===== config.mk =====
export PLATFORM = sky130hd
export DESIGN_NAME = div_unit
export DESIGN_NICKNAME = d
export VERILOG_FILES = /design/src/rtl/div_unit.sv
export SDC_FILE = /design/constraint.sdc
export NUM_CORES = 1
export LEC_CHECK = 0
export BUFFER_PORTS_ARGS = -buffer_cell sky130_fd_sc_hd__buf_2
export CORE_MARGIN = 2
export CORE_UTILIZATION = 61
export CTS_BUF_LIST = sky130_fd_sc_hd__clkbuf_16
export CTS_CLUSTER_DIAMETER = 150
export DETAILED_ROUTE_END_ITERATION = 8
export GPL_TIMING_DRIVEN = 0
export PLACE_DENSITY = 0.82
export SYNTH_ARGS = -nofsm -noshare
export SYNTH_HDL_FRONTEND = slang
export SYNTH_SLANG_ARGS = --single-unit

===== constraint.sdc =====
create_clock -name clk -period 11.55 [get_ports clk]
set_input_delay 3.465 -clock clk [delete_from_list [all_inputs] [get_ports clk]]
set_output_delay 3.465 -clock clk [all_outputs]
set_load 0.05 [all_outputs]

===== src/rtl/div_unit.sv =====
// div_unit: multi-cycle restoring divider for DIV/DIVU/REM/REMU with register-file write-back
module div_unit (
  input  logic        clk,
  input  logic        rst,
  input  logic        start,
  input  logic [2:0]  funct3,
  input  logic [31:0] rs1_value,
  input  logic [31:0] rs2_value,
  input  logic [4:0]  rd_in,
  output logic        busy,
  output logic        done,
  output logic        wr_en,
  output logic [4:0]  rd_out,
  output logic [31:0] result
);
  typedef enum logic [1:0] {IDLE, CALC, FIN} state_t;
  state_t state, next_state;
  logic [4:0]  cnt, rd_q;
  logic [31:0] q, d, r, a_mag, b_mag, fin_q, fin_r;
  logic [32:0] shifted, diff;
  logic        is_rem, neg_q, neg_r, go, sgn, a_neg, b_neg, div0, ovf, special;
  // Decode request, operand magnitudes, special cases and one shift-subtract step
  always_comb begin
    go      = start & funct3[2];
    sgn     = ~funct3[0];
    a_neg   = sgn & rs1_value[31];
    b_neg   = sgn & rs2_value[31];
    a_mag   = a_neg ? -rs1_value : rs1_value;
    b_mag   = b_neg ? -rs2_value : rs2_value;
    div0    = rs2_value == 32'd0;
    ovf     = sgn & (rs1_value == 32'h8000_0000) & (rs2_value == 32'hFFFF_FFFF);
    special = div0 | ovf;
    shifted = {r, q[31]};
    diff    = shifted - {1'b0, d};
    fin_q   = neg_q ? -q : q;
    fin_r   = neg_r ? -r : r;
  end
  // State register
  always_ff @(posedge clk or posedge rst)
    if (rst) state <= IDLE;
    else     state <= next_state;
  // Next-state logic; special cases skip CALC entirely
  always_comb
    next_state = state == IDLE ? (go ? (special ? FIN : CALC) : IDLE) :
                 state == CALC ? (cnt == 5'd0 ? FIN : CALC) : IDLE;
  // FSM outputs
  always_comb busy = state != IDLE;
  // Datapath: capture operands, iterate, and register the write-back in FIN
  always_ff @(posedge clk or posedge rst)
    if (rst) begin
      q      <= '0;
      d      <= '0;
      r      <= '0;
      cnt    <= '0;
      rd_q   <= '0;
      is_rem <= 1'b0;
      neg_q  <= 1'b0;
      neg_r  <= 1'b0;
      done   <= 1'b0;
      wr_en  <= 1'b0;
      rd_out <= '0;
      result <= '0;
    end else begin
      done  <= state == FIN;
      wr_en <= (state == FIN) && (rd_q != 5'd0);
      if (state == IDLE && go) begin
        q      <= div0 ? 32'hFFFF_FFFF : ovf ? 32'h8000_0000 : a_mag;
        r      <= div0 ? rs1_value : 32'd0;
        d      <= b_mag;
        neg_q  <= ~special & (a_neg ^ b_neg);
        neg_r  <= ~special & a_neg;
        is_rem <= funct3[1];
        rd_q   <= rd_in;
        cnt    <= 5'd31;
      end else if (state == CALC) begin
        r   <= diff[32] ? shifted[31:0] : diff[31:0];
        q   <= {q[30:0], ~diff[32]};
        cnt <= cnt - 5'd1;
      end else if (state == FIN) begin
        result <= is_rem ? fin_r : fin_q;
        rd_out <= rd_q;
      end
    end
endmodule


==> results.cfg <==
[run_status]
status = finished clean

[routing]
dr.pass1.iters = 5
wl_microns = 35800
num_vias = 11077
ant_nets = 0
via_per_inst = 6.17
drtIter0Drc = 1052
drc = 0
drt-wirelength-per-cell_microns = 19.9

[clock_tree]
postCtsSetupBuffers = 0
clock_path_buffers = 2
clock-sinks = 150
clk_pin_slew_ns = 0.06
cts_resized = 0
insertion_delay_ns = 0.44
hold_buffers = 0
cts_tree = yes
htree_levels = 4
numCtsBuffers = 17
root_buffer = clkbuf_16

[finish]
layout_commonest_cell = nand2_1
syn_to_final_growth_pct = 13.2
fillers = 1530
seqCellArea_sq_mm = 0.00375
final_cell_mix = nand2_1, dfrtp_1, o21ai_0
multi_input_area_sq_mm = 0.00688
drive_gt1_frac = 0.109
fin_nets = 1668

[flow_run]
maxCapViolCount = 0

[hold_path]
min_to = rd_out[4]
hold_start = rd_out[4]
hold_depth = 2
hp-class = flop to flop

[setup_path]
crit_family = simple AND/OR/NAND/NOR gates
r2r-start = q[31]
cp_common_cell = buf_2
crit_arrival_ns = 6.59
worst-path-buf-inv = 3
path_cells = buf_2 -> or3_1 -> nor3b_2 -> and3b_1 -> nand4_1 -> nor4_2 -> buf_2 -> buf_1 -> a211oi_1 -> a31oi_1
critPathCaptureType = flop
ff2ff_setup_slack_ns = 7.12
cp-start-kind = input pin
worstPathMaxFanout = 10
crit_required_ns = 11.89
worst_r2r_endpoint = q[0]
worstRegToRegCells = 13
cp_slowest_cell = nor4_2
max_stage_delay_ns = 0.56
path_class = input pin to flop

[synthesis]
ys.flop_type = dfrtp_1
syn_nets = 1534
synth_compound_area_frac = 0.229
ys_warn_count = 0
synth_xor_xnor_area_share = 0.118
yosysUniqueCellTypes = 66
postSynthCellCount = 1419
synth_area_sq_mm = 0.0111
avgSynthCellArea_sq_um = 7.85
synth_top_family_by_area = compound AO/OA/AOI/OAI gates
ys_ff_latch = 150
synth-edff-count = 0
synth_fa_ha_area_frac = 0.0456
async_flop_share = 1.00
seq_area_frac_synth = 0.337
yosys.area_share.simple = 0.213
muxShareOfSynthArea = 0.0120

[placement]
hpwl_microns = 28200
portBuffers = 114
dp_slack_ns = 5.00
place_congestion = 0.989

[timing]
min_period_over_period = 0.540
drv_slew = 0
rsz0062_at_grt = false
period_needed_ns = 6.24
fin_setup_tns_ns = 0
worst_pin_slew_ns = 0.995
worst_slack_ns = 5.31
hold_violations = 0
fin_hold_ws_ns = 0.469
finalSetupViolCount = 0
slew-limit-headroom = 0.337
fin_skew_ns = 0.00996
fmax_mhz = 160

[global_route]
grt_pass1_wl_microns = 56600
antenna_found_initial = 2
grtUsageTotal = 0.373
grt_max_degree = 80
grt_overflow = 0
grt_pass1_vias = 10570

[power_and_ir_drop]
power.density_mw_per_mm2 = 340
p_sw_mw = 2.18
clock_power_share = 0.129
ir_worst_vdd_v = 0.000167
p_int_mw = 2.11
seq_power_share = 0.256
swShare = 0.508
combPwrFrac = 0.615
p_leak_nw = 5.50

[floorplan]
num_io_pins = 115
die_width_microns = 139
core_area_sq_mm = 0.0180
die_area_sq_mm = 0.0193
rows = 49
die_h_microns = 139
start_util = 0.620
## flip-flops by register name, indices dropped and copies added, names as in the netlist
| register | count |
|---|---|
| cnt | 5 |
| wr_en | 1 |
| q | 32 |
| state | 2 |
| neg_r | 1 |
| result | 32 |
| is_rem | 1 |
| d | 32 |
| neg_q | 1 |
| rd_out | 5 |
| r | 32 |
| rd_q | 5 |
| done | 1 |
## cell families after synthesis
family	after synthesis
AOI/OAI and AO/OA	411
xor gates and xnor gates	150
adders and majority gates	40
buffers and inverters	132
DFF	150
muxes	13
and+or+nand+nor	523
## power groups by stage
stage	clock network [mW]	registers (mW)	logic, mW
after detailed placement	0	1.08	2.58
after global placement	0	1.07	2.52
after global routing	0.574	1.12	2.92
after CTS	0.557	1.08	2.60
final	0.555	1.10	2.64
after floorplan	0	1.05	1.92
## routing by layer
metal | wire length (microns) | track usage | up-vias
met5 | 13 | 0 | -
met4 | 1330 | 0.139 | 2
met3 | 2650 | 0.0601 | 101
met2 | 17200 | 0.633 | 465
met1 | 14600 | 0.481 | 5217
li1 | - | - | 5292
## synth_stat cells (16+ instances only)
cell type  count  area (sq um)
nor2_1       107           402
ha_1          39           488
nand4_1       16           100
xor2_1        79           692
a21oi_1       99           495
o31ai_1       26           195
nor3_1        36           180
clkbuf_1      65           244
a211oi_1      35           263
xnor2_1       71           622
inv_1         52           195
or3_1         24           150
o21ai_0      129           646
a31oi_1       27           169
nand3_1       18          90.1
dfrtp_1      150          3750
nand2_1      251           942
## how the worst max path moves through the flow
stage            startpoint     end  slack, ns  cells past startpoint
2_1_floorplan           rst  cnt[0]       4.05                      1
3_3_place_gp            rst   d[29]       2.44                      2
3_5_place_dp   rs2_value[2]   q[17]       5.00                     10
4_1_cts        rs2_value[2]   q[17]       5.41                     10
5_1_grt        rs2_value[2]   q[15]       5.18                     10
6_report       rs2_value[2]   q[17]       5.31                     10
## tightest hold or removal path: cells and delay by family (launching register included)
kind / cells / cell delay (ns)
flops: 1 / 0.34
simple gates: 2 / 0.10
## area by class of cell
type	instances	share of cell area
inverters	53	0.0162
diodes	1	0.000199
repair buffers	115	0.0474
clock inverters	15	0.0122
well taps	229	0.0227
multi-input cells	1137	0.545
flip-flops and latches	150	0.298
clock buffers	17	0.0338
plain buffers	79	0.0242
## stage by stage
| stage | instances | utilization | area, sq um | power [mW] |
|---|---|---|---|---|
| 2_1_floorplan | 1419 | - | 11100 | 2.97 |
| 3_3_place_gp | 1762 | 0.667 | 12000 | 3.59 |
| 3_5_place_dp | 1763 | 0.669 | 12000 | 3.66 |
| 4_1_cts | 1795 | 0.702 | 12600 | 4.23 |
| 5_1_grt | 1795 | 0.702 | 12600 | 4.62 |
| 6_report | 1796 | 0.702 | 12600 | 4.29 |
Power figures use the tool's default switching activity.
